## config.mk

```make
export PLATFORM = sky130hd
export DESIGN_NAME = cpht_table
export DESIGN_NICKNAME = d
export VERILOG_FILES = /design/src/rtl/cpht_table.sv
export SDC_FILE = /design/constraint.sdc
export NUM_CORES = 1
export LEC_CHECK = 0
export ABC_AREA = 0
export CAP_MARGIN = 20
export CORE_MARGIN = 2
export CORE_UTILIZATION = 53
export DETAILED_ROUTE_END_ITERATION = 10
export GPL_ROUTABILITY_DRIVEN = 0
export GPL_TIMING_DRIVEN = 0
export HOLD_SLACK_MARGIN = 0.08
export PLACE_DENSITY_LB_ADDON = 0.15
export RECOVER_POWER = 100
export SETUP_SLACK_MARGIN = 0.05
export SLEW_MARGIN = 10
export SYNTH_ARGS = -nofsm -noshare
export SYNTH_HDL_FRONTEND = slang
export SYNTH_SLANG_ARGS = --single-unit
```

## constraint.sdc

```tcl
create_clock -name clk -period 5.2 [get_ports clk]
set_input_delay 1.56 -clock clk [delete_from_list [all_inputs] [get_ports clk]]
set_output_delay 1.56 -clock clk [all_outputs]
set_load 0.1 [all_outputs]
```

## src/rtl/cpht_table.sv

```systemverilog
// cpht_table: choice pattern history table for the tournament predictor.
// 2^INDEX_W two-bit saturating choice counters held in flops; registered
// lookup port and a read-modify-write update port.
// Encoding: 00 Strongly_p1, 01 Weakly_p1, 10 Weakly_p2, 11 Strongly_p2.
// Build option: define CPHT_BYPASS_EN to forward a same-cycle, same-index
// update into the lookup result (write-first); otherwise lookups are read-first.
module cpht_table #(
  parameter int unsigned INDEX_W = 6
) (
  input  logic               clk,
  input  logic               reset,
  input  logic               lookup_valid,
  input  logic [INDEX_W-1:0] lookup_idx,
  input  logic               upd_valid,
  input  logic [INDEX_W-1:0] upd_idx,
  input  logic               p1_res,
  input  logic               p2_res,
  input  logic               clear,
  output logic               pred_valid,
  output logic [1:0]         pred_state,
  output logic               choose_p2
);

  localparam int unsigned DEPTH = 1 << INDEX_W;
  localparam logic [1:0]  CTR_MIN = 2'b00;
  localparam logic [1:0]  CTR_MAX = 2'b11;

  logic [1:0] table_q [DEPTH];
  logic [1:0] upd_cur_c;
  logic [1:0] upd_next_c;
  logic [1:0] lookup_data_c;

  // Next value of the entry being updated (saturating inc/dec or hold)
  always_comb begin
    upd_cur_c  = table_q[upd_idx];
    upd_next_c = upd_cur_c;
    unique case ({p1_res, p2_res})
      2'b01:   upd_next_c = (upd_cur_c == CTR_MAX) ? CTR_MAX : upd_cur_c + 2'd1;
      2'b10:   upd_next_c = (upd_cur_c == CTR_MIN) ? CTR_MIN : upd_cur_c - 2'd1;
      default: upd_next_c = upd_cur_c;
    endcase
  end

  // Lookup data: clear forwards 00; same-index update handled per build
  always_comb begin
    lookup_data_c = table_q[lookup_idx];
    if (clear) begin
      lookup_data_c = CTR_MIN;
    end
`ifdef CPHT_BYPASS_EN
    else if (upd_valid && (upd_idx == lookup_idx)) begin
      lookup_data_c = upd_next_c;
    end
`endif
  end

  // Counter array: reset > clear > update
  always_ff @(posedge clk or posedge reset) begin
    if (reset) begin
      for (int unsigned i = 0; i < DEPTH; i++) begin
        table_q[i] <= CTR_MIN;
      end
    end else if (clear) begin
      for (int unsigned i = 0; i < DEPTH; i++) begin
        table_q[i] <= CTR_MIN;
      end
    end else if (upd_valid) begin
      table_q[upd_idx] <= upd_next_c;
    end
  end

  // Registered lookup result; state holds when no lookup is issued
  always_ff @(posedge clk or posedge reset) begin
    if (reset) begin
      pred_valid <= 1'b0;
      pred_state <= CTR_MIN;
      choose_p2  <= 1'b0;
    end else begin
      pred_valid <= lookup_valid;
      if (lookup_valid) begin
        pred_state <= lookup_data_c;
        choose_p2  <= lookup_data_c[1];
      end
    end
  end

endmodule

```

# == Word-level counts from Yosys, hierarchy flattened ==
# Index checks and enable logic that the tools add are counted.
# totals
register_bits,132
inputBits,19
output_inout_bits,4
wordCells,95
# classes
addsub,2
order_cmp,3
n_eq_ne,3
mux,15
bitwise,2
reduce_logical,3
# ops
cell,count
128-bit 2-to-1 mux,2
128-bit bitwise mux,1
2-bit binary-select mux with 6-bit select,2
2-bit 2-to-1 mux,8
"7-bit >= comparator, second input constant",2
6-bit NOT with 7-bit output,2
2-bit demux with 6-bit select,1
"7-bit by 1-bit < comparator with 1-bit output, second input constant",1
"2-bit == test, second input constant",2
2-bit case mux with 2 select lines,1
"2-bit by 1-bit adder with 2-bit output, second input constant",1
"2-bit by 1-bit == test with 1-bit output, second input constant",1
2-bit zero test,1
2-bit nonzero test,1
"2-bit by 1-bit subtractor with 2-bit output, second input constant",1
1-bit logical AND,1

# == Longest topological paths before layout ==
# logic_depth
ltp_word,10
mapped_depth,11
depth_no_buf,7

# == Worst setup path before layout ==
# Ideal clock, no wire load.
# synth_timing
path_type,input to register
start,input lookup_idx[0]
end,register pred_state[0]
setup_ns,0.127
arrival_ns,3.920
required_time_ns,5.073
path_slack_ns,1.153
cell_stages,7
n_path_buf,2
cell_sequence,clkbuf_1 > buf_1 > mux4_2 > mux4_2 > mux4_2 > nand2b_1 > o21ai_0
# synth_via
elab_chain_len,5
# synth_rtl
item,line_no,rtl
"start, declared",13,"input logic [INDEX_W-1:0] lookup_idx,"
6-bit NOT with 7-bit output (implied by the code),46,lookup_data_c = table_q[lookup_idx];
2-bit binary-select mux with 6-bit select,46,
2-bit 2-to-1 mux (implied by the code) (2 in series),46,
2-bit 2-to-1 mux,47,if (clear) begin
"end signal, assigned",81,pred_state <= lookup_data_c;
"end, declared",20,"output logic [1:0] pred_state,"
# Every way passes these cells. The select of a mux whose other input is x is not followed.
# A chain may end at the register's enable or synchronous reset.

# == Worst setup path after layout ==
# layout_timing
start,input upd_idx[1]
end,register table_q[110] in the netlist's numbering
# layout_via
elab_chain_len,10
elab_cells_between_ends,19
classes_between,add/sub (2); order compare (2); eq/ne (1); mux (11); bitwise (1); reduce/logical (2)
# layout_rtl
item,line_no,rtl
"start, declared",15,"input logic [INDEX_W-1:0] upd_idx,"
6-bit NOT with 7-bit output (implied by the code) (*),"35, 68",
2-bit binary-select mux with 6-bit select,35,upd_cur_c = table_q[upd_idx];
2-bit 2-to-1 mux (implied by the code) (2 in series),35,
"2-bit by 1-bit subtractor with 2-bit output, or another cell as far along",39,2'b10: upd_next_c = (upd_cur_c == CTR_MIN) ? CTR_MIN : upd_cur_c - 2'd1;
2-bit 2-to-1 mux (on tied branches),"39, 38",
2-bit case mux with 2 select lines,37,"unique case ({p1_res, p2_res})"
128-bit bitwise mux (*),68,table_q[upd_idx] <= upd_next_c;
128-bit 2-to-1 mux (*),67,end else if (upd_valid) begin
128-bit 2-to-1 mux (*),63,end else if (clear) begin
"end signal, assigned by index",68,
"end, declared",28,logic [1:0] table_q [DEPTH];
# Mark *: on every way between the ends. The rest lies on a longest branch, timed or not. The select of a mux whose other input is x is not followed.

==> key figures <==
Outcome
  – Status: finished, violations left
  – Failing checks: max-capacitance violations, max-slew violations

Pwr
  – Max IR drop VDD: 0.2700 mV
  – P_leak: 3.623 nW
  – Pwr dens: 278.7 nW/um2
  – Tot Pwr: 2.720 mW

Global route
  – GRT Util Overall: 38.00%
  – First-pass GRT wire length: 49270 um
  – Grt total ovfl: 0
  – Largest net degree at the start of global routing: 71
  – Via count of the first global-routing pass: 8161
  – Initial antenna violation count: 0

STA
  – Crit share post-route: 98.57%
  – Setup violations, final: 0
  – Skew final: 10.98 ps
  – Fin Hold WS: 548.0 ps
  – Max Freq: 195.1 MHz
  – Rel. slew slack: -92.33%
  – Fin. Hold Viols: 0
  – Final Max Tran Viols: 70
  – Clock period minus worst slack: 5126 ps
  – RSZ-0062 raised after global routing: no
  – Worst-Margin Slew: 2882 ps

Setup path
  – Worst path max stage delay: 630 ps
  – CP Max Fanout: 10
  – Worst EP required: 5510 ps
  – Crit path buf inv count: 4
  – Critical Path Sink Type: flip-flop
  – Critical Path Start Type: primary input
  – Crit Path Category: primary input to flip-flop
  – Highest-delay cell along the critical path: clkdlybuf4s50_1
  – Crit-path most repeated cell: clkbuf_1
  – Critical path cell sequence: clkdlybuf4s50_1, buf_6, clkbuf_1, nand3_1, o211a_1, o21ai_1, a22oi_2, nand4_1, clkbuf_1, or3b_2, o2bb2ai_1
  – Cell family with most CP delay: buffers and inverters
  – Worst EP arrival: 5440 ps

Clocking
  – Postcts setup bufs: 0
  – Clk root buf: clkbuf_16
  – Post-CTS Resized: 0
  – Clock buffer depth: 2
  – Clk slew on worst S/H paths: 60 ps
  – Worst skew pair latency: 440 ps
  – H-tree levels: 4
  – Post-CTS Hold Buffers: 0
  – TritonCTS clock tree: done
  – Clock sinks: 131
  – Total CTS buffers: 17

Yosys
  – Sequential element share of the synthesized area: 37.94%
  – Mapped cell area: 8641 um2
  – Post-Syn Area per Cell: 10.44 um2
  – Synth Register Bits: 131
  – Async SR Flop Fraction: 100.0%
  – Synth warn: 0
  – Synth cell types: 56
  – Post-synthesis net count: 849
  – EDFF count, synth: 0
  – Synth Flop Type: dfrtp_1
  – Cells after Synth: 828

Die
  – Die span in y: 131.7 um
  – Die area: 17340 um2
  – Number of top-level pins: 23
  – Placeable Area: 15890 um2
  – Initial Utilization: 54.40%
  – Die Wd: 131.7 um
  – Row cnt: 46

Place
  – Input/output buffers: 16
  – Post-DP HPWL: 22280 um
  – DP Area: 9124 um2

Final layout
  – Fillers: 1329
  – Fin util: 61.43%
  – Ant. Diodes: 0
  – Final Net Count: 887
  – Share of post-route cells with drive strength above 1: 15.36%
  – Multi-input combinational cell area: 4863 um2
  – Post-Layout Inst Area: 9758 um2
  – Reg area: 3278 um2
  – Area added between synthesis and finish: 12.93%

Detailed routing
  – Total number of vias: 8138
  – DRC: 0
  – Final wirelength: 31960 um
  – DRT iter0 DRCs: 1275
  – First-pass iteration count of the detailed router: 7
  – Antenna violation net count after detailed routing: 0
  – WL/cell: 29.19 um
  – Via density: 7.432

Worst hold path
  – Min-delay worst type: flip-flop to flip-flop

Job
  – Max_cap viols: 1
-- logic make-up after synthesis --
logic type / share of synthesized area (%)
compound gates: 18.67
fa+ha+maj: 0.2896
buf+inv: 5.444
flops: 37.94
mux: 18.46
simple gates: 19.20
-- path summary, 6_finish.rpt --
path                         startpoint            to  slack (ps)  depth (start not counted)
setup / recovery             upd_idx[1]  table_q[110]          70                         11
hold / removal             table_q[117]  table_q[117]         550                          2
setup reg to reg            table_q[86]   table_q[97]        1740                          8
hold reg to reg            table_q[117]  table_q[117]         550                          2
max in group asynchronous         reset   table_q[21]         940                          2
min in group asynchronous         reset  table_q[109]        2610                          2
-- cells in the final DEF (no fill, tap or decap), types with 5 or more instances in the layout --
cell and n:
nor3b_1 47, or3b_2 6, mux4_2 56, o2bb2ai_1 20, o22ai_1 7, nor3_1 5
dlygate4sd3_1 6, buf_2 16, bufinv_16 5, o31ai_1 9, nand3b_1 71, o32ai_1 36
o21ai_0 64, clkdlybuf4s50_1 10, inv_1 18, a21oi_1 67, buf_6 7, nor2_1 24
nand2_1 71, or4_1 9, clkbuf_16 17, mux2i_1 27, clkbuf_1 55, dfrtp_1 131
or3b_1 15
-- registers in the layout, indices dropped and copies added, names as in the netlist --
name / flops
table_q: 128
pred_state: 2
pred_valid: 1
-- per-layer routing --
| layer | vias to the layer above | GRT usage, % | wire length, um |
|---|---|---|---|
| li1 | 3284 | - | - |
| met1 | 3940 | 49.87 | 11760 |
| met2 | 717 | 55.21 | 13600 |
| met3 | 197 | 12.89 | 4452 |
| met4 | 0 | 21.50 | 2149 |
| met5 | - | 0 | 0 |
-- cell usage after synthesis, types with 2 or more instances --
library cell  number  area, um2
mux2i_1           27      270.3
dfrtp_1          131       3278
buf_2             16      80.08
a221oi_1           2      17.52
ha_1               2      25.02
o211ai_1           4      30.03
clkbuf_1          54      202.7
o221ai_1           4      35.03
o2bb2ai_1         20      175.2
o31ai_1            9      67.56
o32ai_1           36      315.3
o22ai_1            7      43.79
buf_1              4      15.01
nor2_1            24      90.09
and3b_1            3      26.28
or3_1              2      12.51
nor3_1             6      30.03
or3b_1            15      131.4
a31oi_1            3      18.77
nor3b_1           47      352.8
buf_4              3      22.52
nand3_1            4      20.02
nand3b_1          71      533.0
a21oi_1           67      335.3
mux4_1             2      52.55
mux4_2            56       1261
buf_6              7      78.83
o21ai_1           22      110.1
o21ai_2           11      96.34
o21ai_0           37      185.2
or4_1              9      67.56
nand2b_1           4      25.02
a22o_1             4      35.03
nand2_1           71      266.5
or3b_2             6      52.55
inv_1             18      67.56
-- worst register-to-register path, cell delays in order, from the launching register on --
cell	delay, ps
dfrtp_1	410
mux4_2	480
mux2i_1	330
o22ai_1	210
a2111oi_0	430
a31oi_1	190
a221oi_4	920
buf_6	240
o21ai_0	130
-- power breakdown --
part           internal [mW]  switching [mW]  total (mW)
Combinational         0.0996           0.217       0.317
Clock                  0.875           0.496        1.37
Sequential              1.03         0.00579        1.03
-- area by class of cell --
class / instances / area share, %
buffer: 84 / 4.090
clock buffer: 19 / 4.642
clock inverter: 13 / 2.103
inverter: 19 / 0.7309
multi-input combinational: 594 / 49.84
sequential: 131 / 33.59
tap: 216 / 2.770
timing repair buffer: 19 / 2.231
-- per-stage QoR --
step	worst slack, ps	setup TNS [ps]	instances
5_1_grt	54.50	0	1095
3_5_place_dp	-212.1	-15650	1062
3_3_place_gp	-1797	-243190	1060
4_1_cts	211.2	0	1094
6_report	74.30	0	1095
2_1_floorplan	142.3	0	828
(Power assumes the default switching activity.)
